$ cat config.mk
export PLATFORM = sky130hd
export DESIGN_NAME = adder_result_stage
export DESIGN_NICKNAME = d
export VERILOG_FILES = /design/src/rtl/adder_result_stage.sv
export SDC_FILE = /design/constraint.sdc
export NUM_CORES = 1
export LEC_CHECK = 0
export ABC_AREA = 1
export CORE_MARGIN = 3
export CORE_UTILIZATION = 40
export DETAILED_ROUTE_END_ITERATION = 10
export GPL_ROUTABILITY_DRIVEN = 0
export PLACE_DENSITY = 0.66
export SYNTH_ARGS = -nofsm -noshare
export SYNTH_HDL_FRONTEND = slang
export SYNTH_SLANG_ARGS = --single-unit
$ cat constraint.sdc
create_clock -name clk -period 5.61 [get_ports clk]
set_input_delay 1.122 -clock clk [delete_from_list [all_inputs] [get_ports clk]]
set_output_delay 1.122 -clock clk [all_outputs]
set_load 0.02 [all_outputs]
$ cat src/rtl/adder_result_stage.sv
// Registered result stage behind the 32-bit adder: derives C/Z/N/V, optionally
// saturates on signed overflow, and hands results out through a 2-entry skid buffer.
module adder_result_stage #(
    parameter int WIDTH = 32,
    parameter int CNT_W = 16
) (
    input  logic             clk,
    input  logic             reset,
    input  logic             in_valid,
    output logic             in_ready,
    input  logic [WIDTH-1:0] sum,
    input  logic             cout,
    input  logic             a_msb,
    input  logic             b_msb,
    input  logic             sat_en,
    output logic             out_valid,
    input  logic             out_ready,
    output logic [WIDTH-1:0] result,
    output logic             flag_c,
    output logic             flag_z,
    output logic             flag_n,
    output logic             flag_v,
    output logic [CNT_W-1:0] ovf_count,
    input  logic             cnt_clr
);

    localparam logic [1:0] S_EMPTY = 2'd0;
    localparam logic [1:0] S_ONE   = 2'd1;
    localparam logic [1:0] S_TWO   = 2'd2;
    localparam int EW = WIDTH + 4;

    // Clamp to the signed extreme matching the operand sign when overflow occurs.
    function automatic logic signed [WIDTH-1:0] saturate(
        input logic signed [WIDTH-1:0] s,
        input logic                    neg,
        input logic                    ovf,
        input logic                    en
    );
        if (en && ovf)
            return neg ? {1'b1, {(WIDTH-1){1'b0}}} : {1'b0, {(WIDTH-1){1'b1}}};
        return s;
    endfunction

    function automatic logic [CNT_W-1:0] sat_inc(input logic [CNT_W-1:0] c);
        return (&c) ? c : c + 1'b1;
    endfunction

    logic                    v_p0;
    logic signed [WIDTH-1:0] res_p0;
    logic [EW-1:0]           entry_p0;
    logic [1:0]              state_p1;
    logic [EW-1:0]           head_p1;
    logic [EW-1:0]           skid_p1;
    logic                    vld_p1;
    logic                    push;
    logic                    pop;

    // p0: flag derivation and saturation on the incoming adder result
    assign v_p0     = (a_msb == b_msb) && (sum[WIDTH-1] != a_msb);
    assign res_p0   = saturate($signed(sum), a_msb, v_p0, sat_en);
    assign entry_p0 = {res_p0, cout, (res_p0 == '0), res_p0[WIDTH-1], v_p0};

    assign vld_p1    = (state_p1 != S_EMPTY);
    assign out_valid = vld_p1;
    assign in_ready  = (state_p1 != S_TWO) && !reset;
    assign push      = in_valid && in_ready;
    assign pop       = vld_p1 && out_ready;

    assign result = head_p1[EW-1:4];
    assign flag_c = head_p1[3];
    assign flag_z = head_p1[2];
    assign flag_n = head_p1[1];
    assign flag_v = head_p1[0];

    // p1: head/skid storage; head is cleared so outputs read zero after reset
    always_ff @(posedge clk) begin
        if (reset) begin
            state_p1 <= S_EMPTY;
            head_p1  <= '0;
        end else begin
            case (state_p1)
                S_EMPTY: begin
                    if (push) begin
                        head_p1  <= entry_p0;
                        state_p1 <= S_ONE;
                    end
                end
                S_ONE: begin
                    if (push && pop) begin
                        head_p1 <= entry_p0;
                    end else if (push) begin
                        state_p1 <= S_TWO;
                    end else if (pop) begin
                        state_p1 <= S_EMPTY;
                    end
                end
                S_TWO: begin
                    if (pop) begin
                        head_p1  <= skid_p1;
                        state_p1 <= S_ONE;
                    end
                end
                default: state_p1 <= S_EMPTY;
            endcase
        end
    end

    always_ff @(posedge clk) begin
        if (state_p1 == S_ONE && push && !pop)
            skid_p1 <= entry_p0;
    end

    // Clear wins over a same-cycle overflow push.
    always_ff @(posedge clk) begin
        if (reset || cnt_clr)
            ovf_count <= '0;
        else if (push && v_p0)
            ovf_count <= sat_inc(ovf_count);
    end

endmodule

* Word level (Yosys, flattened, before mapping) *
Index checks and enable logic that the tools add are counted.

storage, ports and cells
  flip-flop bits (word level) = 90
  ROM bits = 0
  RAM bits = 0
  output and inout bits = 54
  bits in latches = 0
  memories kept = 0

cells by class
  divide/modulo/power cells = 0
  equality and inequality tests = 10
  $mul = 0
  bitwise gates (word level) = 1
  reductions and logical operators = 20
  order comparisons = 0
  $add $sub $neg = 1
  shift operators = 0
  muxes and demuxes = 14

operators with widths
  kind                                                              number
  36-bit two-way mux                                                3
  36-bit one-hot mux with 3 select lines                            1
  32-bit two-way mux                                                3
  32-bit zero test                                                  1
  16-bit by 1-bit adder with 16-bit output (second input constant)  1
  16-bit AND reduction                                              1
  2-bit two-way mux                                                 5
  2-bit != test (second input constant)                             5
  1-bit logical AND                                                 9
  4-bit AND reduction                                               2
  2-bit one-hot mux with 3 select lines                             1
  3-bit != test (second input constant)                             1
  3-bit nonzero test                                                1
  2-bit by 1-bit == test with 1-bit output (second input constant)  1
  2-bit == test (second input constant)                             1
  1-bit zero test                                                   2
  2-bit zero test                                                   1
  2-bit AND reduction                                               1
  2-bit nonzero test                                                1
  1-bit == test                                                     1
  1-bit logical OR                                                  1
  1-bit two-way mux                                                 1
  1-bit != test                                                     1
  1-bit inverter                                                    1

* Logic depth before layout (Yosys ltp) *
Gate-level depths: netlist of the first run.

  word-level depth = 8
  gate-level depth with buffers = 12
  mapped depth without buffers = 12

* Least setup slack after synthesis of the first run *
Ideal clock, no wire load.

  kind = input to register
  start = input out_ready
  end = register skid_p1[0] (enable)
  required time = 5139 ps
  buffers on the path = 0
  data arrival time = 3821 ps
  stages = 3
  setup time = 471 ps
  path slack = 1318 ps
  cell sequence = nor2_1 inv_1 nor3_1

between the ends
  word-level cells in the longest chain between the ends = 3

ends and longest elaborated chain
  what                  RTL line  source
  start, declared       17        input logic out_ready,
  1-bit logical AND     67        assign pop = vld_p1 && out_ready;
  1-bit zero test       109       if (state_p1 == S_ONE && push && !pop)
  1-bit logical AND     109
  end signal, assigned  110       skid_p1 <= entry_p0;
  end, declared         53        logic [EW-1:0] skid_p1;

Every way passes these cells.
A chain may end at the register's enable or synchronous reset.

* Worst setup path in the final report of the first run *
  start = input reset
  end = output in_ready

between the ends
  word-level cells in the longest chain between the ends = 2

ends and longest elaborated chain
  what               RTL line  source
  start, declared    8         input logic reset,
  1-bit zero test    65        assign in_ready = (state_p1 != S_TWO) && !reset;
  1-bit logical AND  65
  end, declared      10        output logic in_ready,

Every way passes these cells.

==> results of run 1 <==
worst max-delay path by stage:
| stage | startpoint | endpoint | slack (ps) | depth (start not counted) |
|---|---|---|---|---|
| 2_1_floorplan | out_ready | skid_p1[0] | 1320 | 3 |
| 3_3_place_gp | reset | in_ready | 2020 | 3 |
| 3_5_place_dp | reset | in_ready | 2000 | 3 |
| 4_1_cts | reset | in_ready | 2000 | 3 |
| 5_1_grt | reset | in_ready | 1950 | 3 |
| 6_report | reset | in_ready | 2010 | 3 |
sequential cells by signal, summed over array words and instances (netlist names):
signal / flops
state_p1: 2
ovf_count: 16
skid_p1: 35
head_p1: 35
per-layer routing:
| layer | vias up | share of wire [%] |
|---|---|---|
| li1 | 1804 | - |
| met1 | 1711 | 45 |
| met2 | 125 | 47 |
| met3 | 17 | 6.1 |
| met4 | 0 | 2.0 |
| met5 | - | 0 |
stage by stage:
stage | hold WS (ps) | setup slack, ps | cell area [µm²] | utilization (%) | instances
6_report | 507 | 2010 | 5200 | 54.7 | 701
5_1_grt | 527 | 1950 | 5200 | 54.7 | 701
4_1_cts | 502 | 2000 | 5200 | 54.7 | 701
3_5_place_dp | 493 | 2000 | 5010 | 52.7 | 685
3_3_place_gp | 489 | 2020 | 5010 | 52.7 | 685
2_1_floorplan | 483 | 1320 | 4010 | - | 485
power by group through the flow:
stage,Combinational [mW],Sequential (mW),Clock [mW]
2_1_floorplan,0.110,0.756,0
5_1_grt,0.275,0.716,0.451
3_5_place_dp,0.251,0.727,0
6_report,0.251,0.713,0.418
3_3_place_gp,0.246,0.727,0
4_1_cts,0.253,0.713,0.425
cell usage in the layout (no fill, tap or decap), types with 3 or more instances in the layout:
master           Yosys  routed
a21oi_1             82      82
dfxtp_1             53      53
o21ai_0             28      28
xnor2_1              4       4
inv_2                4       4
inv_1               32      32
edfxtp_1            35      35
nand4_1              6       6
nand3_1              9       9
nand2_1            127     127
nor2_1              11      11
nand3_2              3       3
clkbuf_8             0      10
nor3_2               2       3
nor3_1              10       9
clkdlybuf4s50_1      0      94
a31oi_1              4       4
o21ai_1             31      31
cells in the mapped netlist (all sizes together):
library cell / n / area, µm²
ha: 1 / 12.5
a31oi: 4 / 25.0
nand3b: 1 / 7.51
inv: 36 / 135
nor2: 16 / 105
nand4: 6 / 37.5
nor3: 12 / 70.1
xor2: 1 / 8.76
nor4: 1 / 6.26
xnor2: 4 / 35.0
clkinv: 2 / 8.75
dfxtp: 53 / 1060
nand2: 129 / 489
clkbuf: 12 / 45.0
buf: 13 / 85.1
and3: 1 / 6.26
a211oi: 2 / 15.0
nor3b: 1 / 7.51
nand3: 12 / 75.1
edfxtp: 35 / 1050
a21oi: 84 / 428
o21ai: 59 / 295
worst max-delay path, delay by kind of cell:
kind                   cells  cell delay [ps]
and+or+nand+nor            1              180
buffers and inverters      2             1170
logic make-up (layout without fill, tap and decap cells):
kind of cell	count (synthesis)	after routing	share of synthesized area (%)
XOR/XNOR	5	5	1.09
AO/OA/AOI/OAI	149	149	19.0
flip-flops	88	88	52.7
buffers and inverters	63	150	6.83
adder cells (fa/ha/maj)	1	1	0.312
AND/OR/NAND/NOR	179	179	20.1
cell type report:
class	instances	area [µm²]
repair buffers	96	956
multi-input cells	334	1640
well taps	129	161
fillers	929	4310
clock buffers	10	138
inverters	38	144
clock inverters	6	50.0
flip-flops and latches	88	2110
==> qor.yml, run 1 <==
grt_pass1_vias: 3439
irDropWorstVdd_mv: 0.148
timing.rr.end: "head_p1[26]"
worstPathRequired_ps: 4490
fin_skew_ps: 12.9
leakage_nw: 2.03
cts-root-buf: "clkbuf_8"
nNetsFinal: 609
yosysWarningCount: 0
end_kind: "output pin"
die_h_um: 106
cp.arrival_ps: 2470
cts_sinks: 88
min-delay-start: "ovf_count[14]"
seq_area_frac_synth_pct: 52.7
cp_slowest_cell: "clkdlybuf4s50_1"
std_cell_rows: 35
use_met3_pct: 3.40
path_max_fanout: 5
switching_share_pct: 29.0
wire_per_inst_um: 15.4
r2r_slack_ps: 2550
grtUsageMet1_pct: 25.7
io_pins: 95
cts_setup_buffers: 0
grt_overflow: 0
cts.reportedPaths.clkPinSlew_ps: 80
rsz0062_at_grt: "false"
yosysUniqueCellTypes: 35
p_seq_share_pct: 51.6
slowest_delay_ps: 620
core_area_mm2: 0.00950
synth_area_mm2: 0.00401
place_hpwl_um: 7060
cts_hold_buf: 0
hp-class: "flop to flop"
min_to: "ovf_count[14]"
antenna_found_initial: 0
switchingPower_mw: 0.401
drv_slew: 0
finalHoldViolations: 0
power_density_mw_per_mm2: 266
grt_max_degree: 43
syn_nets: 527
grt_first_pass_wirelength_um: 16900
die-area_mm2: 0.0113
finalPower_mw: 1.38
die_w_um: 106
intPower_mw: 0.981
timing.fmax_ghz: 0.278
cp_cell_sequence: "clkdlybuf4s50_1, nor2_8, clkdlybuf4s50_1"
relSlewSlack_pct: 26.6
vias_per_cell: 5.22
drive_gt1_share_pct: 6.64
ys_ff_latch: 88
numCtsBuffers: 9
worstReg2RegStart: "state_p1[1]"
startpoint_type: "input port"
syn2layout_area_growth_pct: 29.6
busiest_layer: "met2"
layout_min_cycle_time_ps: 3600
tritoncts: "done"
clkPwrFrac_pct: 30.2
use_met2_pct: 29.1
cpMostUsedCell: "clkdlybuf4s50_1"
maxCapViolCount: 0
setup_viol: 0
cts_resized: 0
via_count: 3657
clk_latency_ps: 360
synthCells: 485
wl_um: 10800
h-tree-depth: 3
drtIter0Drc: 257
fin_setup_tns_ps: 0
period_share_pct: 64.1
drc: 0
portBuffers: 94
syn-mean-instance-area_um2: 8.27
combPwrFrac_pct: 18.2
dr.pass1.iters: 5
grt_usage_pct: 18.7
r2r_cells: 8
status: "finished clean"
critPathKind: "input port to output pin"
antenna_cells: 0
min_path_cells: 2
clockBufferDepth: 2
worst_pin_slew_ps: 1100
drtAntennaViolNets: 0
initial_core_util_pct: 42.2
(Power assumes the default switching activity.)
==> run 2, diff against run 1 <==
clock period = 3.6 ns   (was 5.61 ns; I/O delays follow)
==> qor.yml, run 2 (synthesized netlist as in run 1, its figures left out) <==
initial_core_util_pct: 42.2
hp-class: "flop to flop"
tritoncts: "done"
end_kind: "flop"
layout_min_cycle_time_ps: 2940
clockBufferDepth: 2
finalInstanceArea_mm2: 0.00521
grt_overflow: 0
die_h_um: 106
io_pins: 95
cts.reportedPaths.clkPinSlew_ps: 100
intPower_mw: 1.52
drv_slew: 0
wl_um: 10900
numCtsBuffers: 9
rsz0062_at_grt: "false"
startpoint_type: "flop"
cts_hold_buf: 0
cts_sinks: 88
portBuffers: 94
nNetsFinal: 611
hold_ws_ps: 510
place_hpwl_um: 7430
std_cell_rows: 35
drtIter0Drc: 220
switching_share_pct: 28.9
maxCapViolCount: 0
grt_first_pass_wirelength_um: 17500
relSlewSlack_pct: 36.5
cp.arrival_ps: 3180
cts_setup_buffers: 0
antenna_found_initial: 0
die-area_mm2: 0.0113
power_density_mw_per_mm2: 411
fin_skew_ps: 13.4
drc: 0
setup_viol: 0
clk_latency_ps: 360
grt_pass1_vias: 3460
place_area_mm2: 0.00503
path_max_fanout: 37
timing.fmax_ghz: 0.340
drtAntennaViolNets: 0
fin_setup_tns_ps: 0
die_w_um: 106
grt_usage_pct: 19.1
finalHoldViolations: 0
worst_pin_slew_ps: 952
irDropWorstVdd_mv: 0.191
via_count: 3692
reg_top3: "head_p1: 35 flops, skid_p1: 35 flops, ovf_count: 16 flops"
drive_gt1_share_pct: 6.79
grt_max_degree: 38
cts_resized: 0
leakage_nw: 2.03
clkPwrFrac_pct: 29.7
switchingPower_mw: 0.620
worstPathRequired_ps: 3830
wire_per_inst_um: 15.5
combPwrFrac_pct: 18.4
vias_per_cell: 5.25
final_common_cell: "nand2_1"
p_seq_share_pct: 51.9
antenna_cells: 0
syn2layout_area_growth_pct: 30.0
utilization_pct: 54.9
dr.pass1.iters: 5
period_share_pct: 81.8
cts-root-buf: "clkbuf_8"
core_area_mm2: 0.00950
final_cell_mix: "nand2_1, clkdlybuf4s50_1, a21oi_1"
h-tree-depth: 3
status: "finished clean"
critPathKind: "flop to flop"
run 2: layer usage:
metal,up-vias,global-route usage [%],part of all wire [%]
met1,1735,26.8,46
li1,1822,-,-
met4,0,6.11,1.1
met3,8,2.91,6.3
met2,127,30.4,46
met5,-,0,0
run 2: layout make-up:
type / count / area (µm²)
inverter: 38 / 144
timing repair buffer: 98 / 971
fill: 906 / 4290
multi-input combinational: 334 / 1640
clock buffer: 10 / 138
clock inverter: 6 / 43.8
tap: 129 / 161
sequential: 88 / 2110
run 2: path summary, 6_finish.rpt:
check	from	endpoint	slack, ps	cells after the start
min	skid_p1[20]	head_p1[20]	510	2
min reg2reg	skid_p1[20]	head_p1[20]	510	2
max	state_p1[1]	head_p1[30]	660	7
max reg2reg	state_p1[1]	head_p1[30]	660	7
run 2: critical path: stages (launching register included):
cell and delay, ps:
dfxtp_1 420, inv_2 110, nor2_8 470, inv_2 470
a21oi_4 580, inv_2 420, a21oi_1 240, a21oi_1 90
run 2: power by group through the flow:
stage / combinational [mW] / sequential [mW] / clock [mW]
3_3_place_gp: 0.386 / 1.14 / 0
6_report: 0.394 / 1.11 / 0.637
2_1_floorplan: 0.172 / 1.18 / 0
3_5_place_dp: 0.393 / 1.14 / 0
5_1_grt: 0.430 / 1.12 / 0.689
4_1_cts: 0.395 / 1.11 / 0.646
run 2: stage by stage:
step           worst slack, ps  instances  total power [mW]
4_1_cts                    651        703              2.15
6_report                   657        703              2.14
3_3_place_gp               723        687              1.52
2_1_floorplan              781        485              1.35
3_5_place_dp               649        687              1.53
5_1_grt                    400        703              2.24
==> run 3, diff against run 2 <==
PLACE_DENSITY = 0.69   (was 0.66)
clock period = 2.45 ns   (was 3.6 ns; I/O delays follow)
==> qor.yml, run 3 (synthesized netlist as in run 1, its figures left out) <==
crit_start: "reset"
period_share_pct: 92.0
clockBufferDepth: 2
drv_slew: 0
tritoncts: "done"
drtAntennaViolNets: 0
grt_pass1_vias: 3502
final_common_cell: "nand2_1"
path_max_fanout: 3
dr.pass1.iters: 5
h-tree-depth: 3
critPathKind: "input port to output pin"
power_density_mw_per_mm2: 623
antenna_found_initial: 0
place_hpwl_um: 7210
fin_skew_ps: 7.45
finalPower_mw: 3.32
cts_sinks: 88
io_pins: 95
fin_setup_tns_ps: 0
wl_um: 10600
grt_first_pass_wirelength_um: 17200
via_count: 3651
cts_setup_buffers: 0
core_area_mm2: 0.00950
cp.arrival_ps: 1760
irDropWorstVdd_mv: 0.274
fillerInstances: 887
std_cell_rows: 35
worst_pin_slew_ps: 652
die-area_mm2: 0.0113
drtIter0Drc: 218
wire_per_inst_um: 14.9
startpoint_type: "input port"
cts_hold_buf: 0
reg_top3: "head_p1: 35 flops, skid_p1: 35 flops, ovf_count: 16 flops"
die_h_um: 106
grt_usage_pct: 18.9
end_kind: "output pin"
grt_overflow: 0
drc: 0
worstPathRequired_ps: 1960
instances_no_fill: 709
min-delay-start: "ovf_count[3]"
relSlewSlack_pct: 56.5
antenna_cells: 0
cts.reportedPaths.clkPinSlew_ps: 90
finalHoldViolations: 0
final_cell_mix: "nand2_1, clkdlybuf4s50_1, a21oi_1"
leakage_nw: 2.09
hp-class: "flop to flop"
finalInstanceArea_mm2: 0.00533
setup_viol: 0
nNetsFinal: 618
syn2layout_area_growth_pct: 32.8
die_w_um: 106
initial_core_util_pct: 42.2
hold_ws_ps: 517
cts_resized: 0
grt_max_degree: 43
clk_latency_ps: 350
rsz0062_at_grt: "false"
timing.fmax_ghz: 0.444
place_area_mm2: 0.00511
drive_gt1_share_pct: 7.93
status: "finished clean"
cts-root-buf: "clkbuf_8"
dp.cells: 694
worstReg2RegStart: "state_p1[1]"
portBuffers: 94
vias_per_cell: 5.15
numCtsBuffers: 9
layout_min_cycle_time_ps: 2250
maxCapViolCount: 0
## run 3: cell count changes in the layout (fill, tap and decap cells not counted), sizes merged
cell	previous run	this run
buf	4	11
bufinv	0	2
clkbuf	10	9
clkinv	4	2
clkinvlp	3	2
inv	37	38
## run 3: routing by layer
metal	global-route usage, %	wire, µm
met3	3.52	821
met1	26.4	4740
met5	0	0
met2	29.0	4850
met4	7.22	138
## run 3: critical path: stages
cell             delay (ps)
clkdlybuf4s50_1         500
nor2_8                  160
clkdlybuf4s50_1         610
## run 3: per-stage QoR
step | util [%] | setup slack (ps)
floorplan | - | 342
global placement | 53.8 | 202
detailed placement | 53.8 | 181
CTS | 56.0 | 187
global route | 56.0 | 158
finish | 56.0 | 197
## run 3: layout make-up
class / instances / area, µm² / area share, %
Sequential cell: 88 / 2110 / 39.7
Multi-Input combinational cell: 334 / 1640 / 30.9
Timing Repair Buffer: 105 / 1050 / 19.7
Inverter: 38 / 144 / 2.70
Tap cell: 129 / 161 / 3.03
Clock buffer: 9 / 124 / 2.33
Clock inverter: 6 / 92.6 / 1.74
## run 3: report_power, final
part / leakage (nW) / switching (mW) / internal (mW)
sequential: 0.753 / 0.0385 / 1.59
combinational: 1.23 / 0.331 / 0.257
clock: 0.102 / 0.522 / 0.576
## run 3: path summary, 6_finish.rpt
check / to / slack (ps) / cells past startpoint
worst max-delay path: in_ready / 200 / 3
worst min-delay path: ovf_count[3] / 520 / 2
worst max register to register: head_p1[11] / 400 / 8
worst min register to register: ovf_count[3] / 520 / 2
